==> src/rtl/router_pkt_pkg.sv <==
// router_pkt_pkg: header field layout, FSM state encoding and width helpers
// shared by the router send and receive controllers.
package router_pkt_pkg;

    // Header word field positions (inclusive bit ranges).
    localparam int SRC_LSB = 0;
    localparam int SRC_MSB = 1;
    localparam int PN_LSB  = 2;
    localparam int PN_MSB  = 6;
    localparam int TTL_LSB = 7;
    localparam int TTL_MSB = 8;
    localparam int DST_LSB = 9;
    localparam int DST_MSB = 18;

    // Receive controller FSM state encoding.
    localparam logic [2:0] ST_IDLE   = 3'd0;
    localparam logic [2:0] ST_HDR    = 3'd1;
    localparam logic [2:0] ST_REQ    = 3'd2;
    localparam logic [2:0] ST_STREAM = 3'd3;
    localparam logic [2:0] ST_DRAIN  = 3'd4;
    localparam logic [2:0] ST_DONE   = 3'd5;

    // Width of the packet-number field for a given packet-number modulus.
    function automatic int pn_w(input int number_packet);
        return $clog2(number_packet);
    endfunction

endpackage

==> src/rtl/router_rx_hdr_decode.sv <==
// router_rx_hdr_decode: splits a 64-bit packet header word into its fields
// and flags an expired (TTL==0) packet. Purely combinational.
module router_rx_hdr_decode
    import router_pkt_pkg::*;
#(
    parameter int AURORA_DATA_WIDTH      = 64,
    parameter int ADDR_WIDTH             = 10,
    parameter int PN_W                   = 5,
    parameter int RECOGNIZE_ROUTER_WIDTH = 2
) (
    input  logic [AURORA_DATA_WIDTH-1:0]      hdr,
    output logic [RECOGNIZE_ROUTER_WIDTH-1:0] src,
    output logic [PN_W-1:0]                   pn,
    output logic                              ttl_zero,
    output logic [ADDR_WIDTH-1:0]             dst
);

    // Reserved header bits carry no meaning on the receive side.
    logic unused_reserved;

    assign src             = hdr[SRC_MSB:SRC_LSB];
    assign pn              = hdr[PN_MSB:PN_LSB];
    assign ttl_zero        = (hdr[TTL_MSB:TTL_LSB] == '0);
    assign dst             = hdr[DST_MSB:DST_LSB];
    assign unused_reserved = ^hdr[AURORA_DATA_WIDTH-1:DST_MSB+1];

endmodule

==> src/rtl/router_rx_controller.sv <==
// router_rx_controller: drains packets from output port 0, decodes the
// header, obtains a memory write slot from the arbiter and streams the
// payload to the destination address range. Expired packets are drained.
module router_rx_controller
    import router_pkt_pkg::*;
#(
    parameter int AURORA_DATA_WIDTH      = 64,
    parameter int ADDR_WIDTH             = 10,
    parameter int NUMBER_PACKET          = 19,
    parameter int RECOGNIZE_ROUTER_WIDTH = 2,
    parameter int PAYLOAD_WORDS          = 16,
    parameter int PN_W                   = pn_w(NUMBER_PACKET)
) (
    input  logic                              clk,
    input  logic                              rst,
    input  logic                              rx_enable,
    input  logic                              empty_output_port_0,
    input  logic [AURORA_DATA_WIDTH-1:0]      data_output_port_0,
    output logic                              rd_output_port_0,
    output logic                              arbiter_write_req,
    input  logic                              arbiter_write_gnt,
    output logic [ADDR_WIDTH-1:0]             arbiter_dst_addr,
    output logic                              mem_we,
    output logic [ADDR_WIDTH-1:0]             mem_addr,
    output logic [AURORA_DATA_WIDTH-1:0]      mem_wdata,
    output logic                              rx_busy,
    output logic                              rx_pkt_done,
    output logic                              rx_drop,
    output logic                              rx_seq_err,
    output logic [RECOGNIZE_ROUTER_WIDTH-1:0] rx_src_router,
    output logic [PN_W-1:0]                   rx_pkt_number
);

    localparam int               CNT_W   = $clog2(PAYLOAD_WORDS + 1);
    localparam logic [CNT_W-1:0] LAST    = CNT_W'(PAYLOAD_WORDS);
    localparam logic [CNT_W-1:0] LAST_M1 = CNT_W'(PAYLOAD_WORDS - 1);

    logic [2:0]                        state;
    logic [2:0]                        state_nxt;
    logic                              rd;
    logic                              rd_q;      // a pop was issued last cycle
    logic                              wr_fire;
    logic [CNT_W-1:0]                  issued;
    logic [CNT_W-1:0]                  written;
    logic [ADDR_WIDTH-1:0]             dst_q;
    logic [PN_W-1:0]                   pn_exp;
    logic [PN_W-1:0]                   pn_next;

    logic [RECOGNIZE_ROUTER_WIDTH-1:0] hdr_src;
    logic [PN_W-1:0]                   hdr_pn;
    logic                              hdr_ttl_zero;
    logic [ADDR_WIDTH-1:0]             hdr_dst;

    router_rx_hdr_decode #(
        .AURORA_DATA_WIDTH      (AURORA_DATA_WIDTH),
        .ADDR_WIDTH             (ADDR_WIDTH),
        .PN_W                   (PN_W),
        .RECOGNIZE_ROUTER_WIDTH (RECOGNIZE_ROUTER_WIDTH)
    ) u_hdr_decode (
        .hdr      (data_output_port_0),
        .src      (hdr_src),
        .pn       (hdr_pn),
        .ttl_zero (hdr_ttl_zero),
        .dst      (hdr_dst)
    );

    // Next expected packet number after the one just received, mod NUMBER_PACKET.
    assign pn_next = PN_W'((32'(hdr_pn) + 32'd1) % 32'(NUMBER_PACKET));

    // Payload words become valid one cycle after their pop; write them then.
    assign wr_fire = rd_q && (state == ST_STREAM);

    // Next-state and FIFO pop decisions.
    always_comb begin
        // NOTE: every variable assigned here gets a default first, so no path
        // leaves it unassigned and no latch is inferred.
        state_nxt = state;
        rd        = 1'b0;
        case (state)
            ST_IDLE: begin
                // Reset is folded in so the FIFO is never popped while held in reset.
                if (rx_enable && !empty_output_port_0 && !rst) begin
                    rd        = 1'b1;
                    state_nxt = ST_HDR;
                end
            end
            ST_HDR: begin
                state_nxt = hdr_ttl_zero ? ST_DRAIN : ST_REQ;
            end
            ST_REQ: begin
                if (arbiter_write_gnt) begin
                    state_nxt = ST_STREAM;
                end
            end
            ST_STREAM: begin
                rd = !empty_output_port_0 && arbiter_write_gnt && (issued != LAST);
                if (wr_fire && (written == LAST_M1)) begin
                    state_nxt = ST_DONE;
                end
            end
            ST_DRAIN: begin
                rd = !empty_output_port_0 && (issued != LAST);
                if (issued == LAST) begin
                    state_nxt = ST_IDLE;
                end
            end
            ST_DONE: begin
                state_nxt = ST_IDLE;
            end
            default: begin
                state_nxt = ST_IDLE;
            end
        endcase
    end

    // FSM state and the one-cycle pop history that marks valid FIFO data.
    always_ff @(posedge clk or posedge rst) begin
        if (rst) begin
            state <= ST_IDLE;
            rd_q  <= 1'b0;
        end else begin
            // NOTE: sequential state uses non-blocking assignments so every
            // register samples pre-edge values regardless of block ordering.
            state <= state_nxt;
            rd_q  <= rd;
        end
    end

    // Per-packet issue/write counters, cleared while the header is decoded.
    always_ff @(posedge clk or posedge rst) begin
        if (rst) begin
            issued  <= '0;
            written <= '0;
        end else if (state == ST_HDR) begin
            issued  <= '0;
            written <= '0;
        end else begin
            if (rd) begin
                issued <= issued + 1'b1;
            end
            if (wr_fire) begin
                written <= written + 1'b1;
            end
        end
    end

    // Header capture, status fields and packet-number sequence tracking.
    always_ff @(posedge clk or posedge rst) begin
        if (rst) begin
            dst_q         <= '0;
            pn_exp        <= '0;
            rx_seq_err    <= 1'b0;
            rx_src_router <= '0;
            rx_pkt_number <= '0;
        end else if (state == ST_HDR) begin
            dst_q         <= hdr_dst;
            rx_src_router <= hdr_src;
            rx_pkt_number <= hdr_pn;
            // On a match or a mismatch the tracker resyncs to the received number.
            pn_exp        <= pn_next;
            if (hdr_pn != pn_exp) begin
                rx_seq_err <= 1'b1;
            end
        end
    end

    assign rd_output_port_0  = rd;
    assign arbiter_write_req = (state == ST_REQ) || (state == ST_STREAM);
    assign arbiter_dst_addr  = arbiter_write_req ? dst_q : '0;
    assign mem_we            = wr_fire;
    assign mem_addr          = wr_fire ? (dst_q + ADDR_WIDTH'(written)) : '0;
    assign mem_wdata         = wr_fire ? data_output_port_0 : '0;
    assign rx_busy           = (state != ST_IDLE);
    assign rx_pkt_done       = (state == ST_DONE);
    assign rx_drop           = (state == ST_DRAIN) && (issued == LAST);

endmodule

==> config.mk <==
export PLATFORM = sky130hd
export DESIGN_NAME = router_rx_controller
export DESIGN_NICKNAME = d
export VERILOG_FILES = /design/src/rtl/router_pkt_pkg.sv /design/src/rtl/router_rx_hdr_decode.sv /design/src/rtl/router_rx_controller.sv
export SDC_FILE = /design/constraint.sdc
export NUM_CORES = 1
export LEC_CHECK = 0
export ABC_CLOCK_PERIOD_IN_PS = 3730
export CORE_MARGIN = 2
export CORE_UTILIZATION = 42
export CTS_CLUSTER_DIAMETER = 30
export DETAILED_ROUTE_END_ITERATION = 8
export GPL_TIMING_DRIVEN = 0
export PLACE_DENSITY = 0.87
export SLEW_MARGIN = 10
export SYNTH_ARGS = -nofsm -noshare
export SYNTH_HDL_FRONTEND = slang
export SYNTH_HIERARCHICAL = 1
export SYNTH_SLANG_ARGS = --single-unit
==> constraint.sdc <==
create_clock -name clk -period 3.73 [get_ports clk]
set_input_delay 0.373 -clock clk [delete_from_list [all_inputs] [get_ports clk]]
set_output_delay 0.373 -clock clk [all_outputs]
set_load 0.02 [all_outputs]
==> results.md <==
- Final Util: 71.2%
- Post-synth cell types: 49
- Critical path class: input pin to output pin
- Avg Inst Size Synth: 8.07 um^2
- DR WL/cell: 14.5 um
- Layout cells sized above 1: between 6 and 7%
- Post-cts sizing count: 0
- Die Wd: 88.3 um
- Syn nets: roughly 450
- Outcome: complete, no violations
- Vias in the first global route: 3009
- Filler cells: 533
- Fin Setup TNS: 0 ns
- FP Rows: 30
- Setup bufs post-CTS: 0
- Pre-Repair DR Iteration Count: 4
- 1st-iter DRT viols: ~110
- HPWL after DPL: 7.63 mm
- Async S/R FF share, synth: 100%
- Final Hold Vio Count: 0
- Seq/Total Area, Yosys: ~31%
- DR vias/cell: between 4 and 5
- Die area: 7800 um^2
- R2R Path End: issued[4]
- Routability cong.: 0.900
- Mapped cell area: roughly 3000 um^2
- NumNets Final: about 630
- Top Ports: 167
- Rel. slew slack: 49.4%
- Largest net degree at the start of global routing: 39
- Worst hold margin: 0.467 ns
- FMAX: 0.296 GHz
- Reg2Reg Depth: 8
- Ys flop type: dfrtp_1
- Initial cell density of the core: 43.7%
- Placement Setup Slack: ~0.27 ns
- IO buf count: 166
- Total CTS buffers: 5
- Clock transition at path regs: roughly 0.07 ns
- Post-Syn Instances: 370
- R2r startpoint: issued[0]
- Req. time, crit path: 3.36 ns
- Final setup skew: about 0.0071 ns
- Post-DRT Antenna Nets: 0
- Sink Count: 37
- CP startpoint: rst
- H-tree levels: 2
- Hold-fix buffers at CTS: 0
- CTS tree: yes
- Pwr/cell area: 459 nW/um^2
- Design area: 4870 um^2
- Unrepaired setup endpoints after global routing: no
- Crit path DAT: 3.01 ns
- DP Area: 4770 um^2
- Final WS setup: 0.346 ns
- Clk buf depth: 2
- Hold Path Class: flip-flop to flip-flop
- Vias: 3122
- Die Span Y: 88.3 um
- Yosys reg bits: 37
- Critical Path Sink Type: output pin
- Commonest non-fill, non-tap cell in the layout: clkdlybuf4s50_1
- Yosys warning count: 6
- Slew Limit Fails: 0
- Number of synthesized flops with an enable pin: 0
- Drt total wl: roughly 9.3 mm
- Antenna Cells: 0
- GRT overflow: 0
- Worst-path fanout max: 38
- Root buffer cell: clkbuf_8
- Startpoint class of the critical path: input pin
- First-pass GRT wire length: 14.1 mm
- Initial antenna violation count: 0
- Slew at the pin closest to its max-slew limit: around 0.76 ns
- Leading cell types in the layout, fill and taps excluded: 166 x clkdlybuf4s50_1, 81 x and2_1, 63 x nand2_1
- GRT Total Usage: 22.9%
- Max-cap viol count: 0
- Worst-skew pair later-pin latency: 0.29 ns
- Area of the core: 6830 um^2
- Area Growth Syn to Fin: 63.1%
- Worst reg2reg setup slack: about 1.6 ns
- Leakage dissipation: 2.14 nW
- Post-route DRC violation count: 0
- Final Cycle Share: 90.7%
- Count of final setup violators: 0
- Tmin final: 3.38 ns
- Max VDD drop: 0.000264 V
- CP endpoint: rd_output_port_0
==> per-stage QoR <==
| stage | instances | power, mW |
|---|---|---|
| 2_1_floorplan | 370 | 1.41 |
| 3_3_place_gp | 632 | 1.90 |
| 3_5_place_dp | 632 | 1.94 |
| 4_1_cts | 640 | 2.25 |
| 5_1_grt | 640 | 2.40 |
| 6_report | 640 | 2.24 |
==> synth_stat cells (2+ instances only) <==
master	instances	share of area, %
mux2i_1	6	2.0
dfrtp_1	37	31
and3_1	4	0.84
o211ai_1	2	0.50
a31oi_1	2	0.42
nand4_1	5	1.0
xor2_1	9	2.6
nor2b_1	5	1.0
nand3_1	6	1.0
inv_1	12	1.5
or3_1	2	0.42
nor3_1	3	0.50
ha_1	14	5.9
and2_1	81	17
o21ai_1	7	1.2
a21oi_1	6	1.0
nand2_1	63	7.9
buf_2	2	0.34
a21o_1	6	1.5
xnor2_1	7	2.1
nor2_1	22	2.8
nand3b_1	2	0.50
o21ai_0	11	1.8
buf_4	17	4.3
clkbuf_1	15	1.9
==> worst min-delay path by stage <==
stage               depth (start not counted)        from    endpoint
floorplan                                   1   issued[4]   issued[4]
global placement                            1  rx_seq_err  rx_seq_err
detailed placement                          1  rx_seq_err  rx_seq_err
CTS                                         1  rx_seq_err  rx_seq_err
global route                                1  rx_seq_err  rx_seq_err
finish                                      1  rx_seq_err  rx_seq_err
==> sequential cells by signal (all words and copies together) (netlist names) <==
signal and cells:
state 3, pn_exp 5, rx_src_router 2, dst_q 10, rx_seq_err 1, written 5, rx_pkt_number 5, issued 5
rd_q 1
==> per-layer routing <==
layer  vias up  global-route usage [%]  wire length (um)
li1       1546                       -                 -
met2        97                    41.3              4910
met4         0                    7.85               247
met1      1457                    27.6              3680
met3        22                    3.82               470
met5         -                       0                 0
==> report_power, final <==
| group | switching (mW) | internal (mW) |
|---|---|---|
| logic | 0.670 | 0.569 |
| clock network | 0.134 | 0.167 |
| registers | 0.144 | 0.553 |
| total | 0.947 | 1.29 |
==> logic make-up after synthesis <==
logic type               Yosys count  synth area share (%)
AO/OA/AOI/OAI                     49                  12.2
XOR/XNOR                          16                  4.70
adder cells (fa/ha/maj)           15                  6.54
buffers and inverters             48                  8.51
flip-flops                        37                  31.0
multiplexers                       7                  2.52
AND/OR/NAND/NOR                  198                  34.5
==> cell type report <==
class	count	area (um^2)	area share, %
multi-input combinational	285	1800	37.1
timing repair buffer	166	1660	34.1
sequential	37	926	19.0
buffer	35	205	4.22
tap	96	120	2.47
clock buffer	7	96.3	1.98
inverter	13	48.8	1.00
clock inverter	1	5.00	0.103
==> critical path: stages <==
cell and delay [ns]:
clkdlybuf4s50_1 0.44, inv_2 0.57, and3_1 0.28, o21ai_1 0.08
a21oi_1 0.53, clkdlybuf4s50_1 0.73
(Power assumes the default switching activity.)
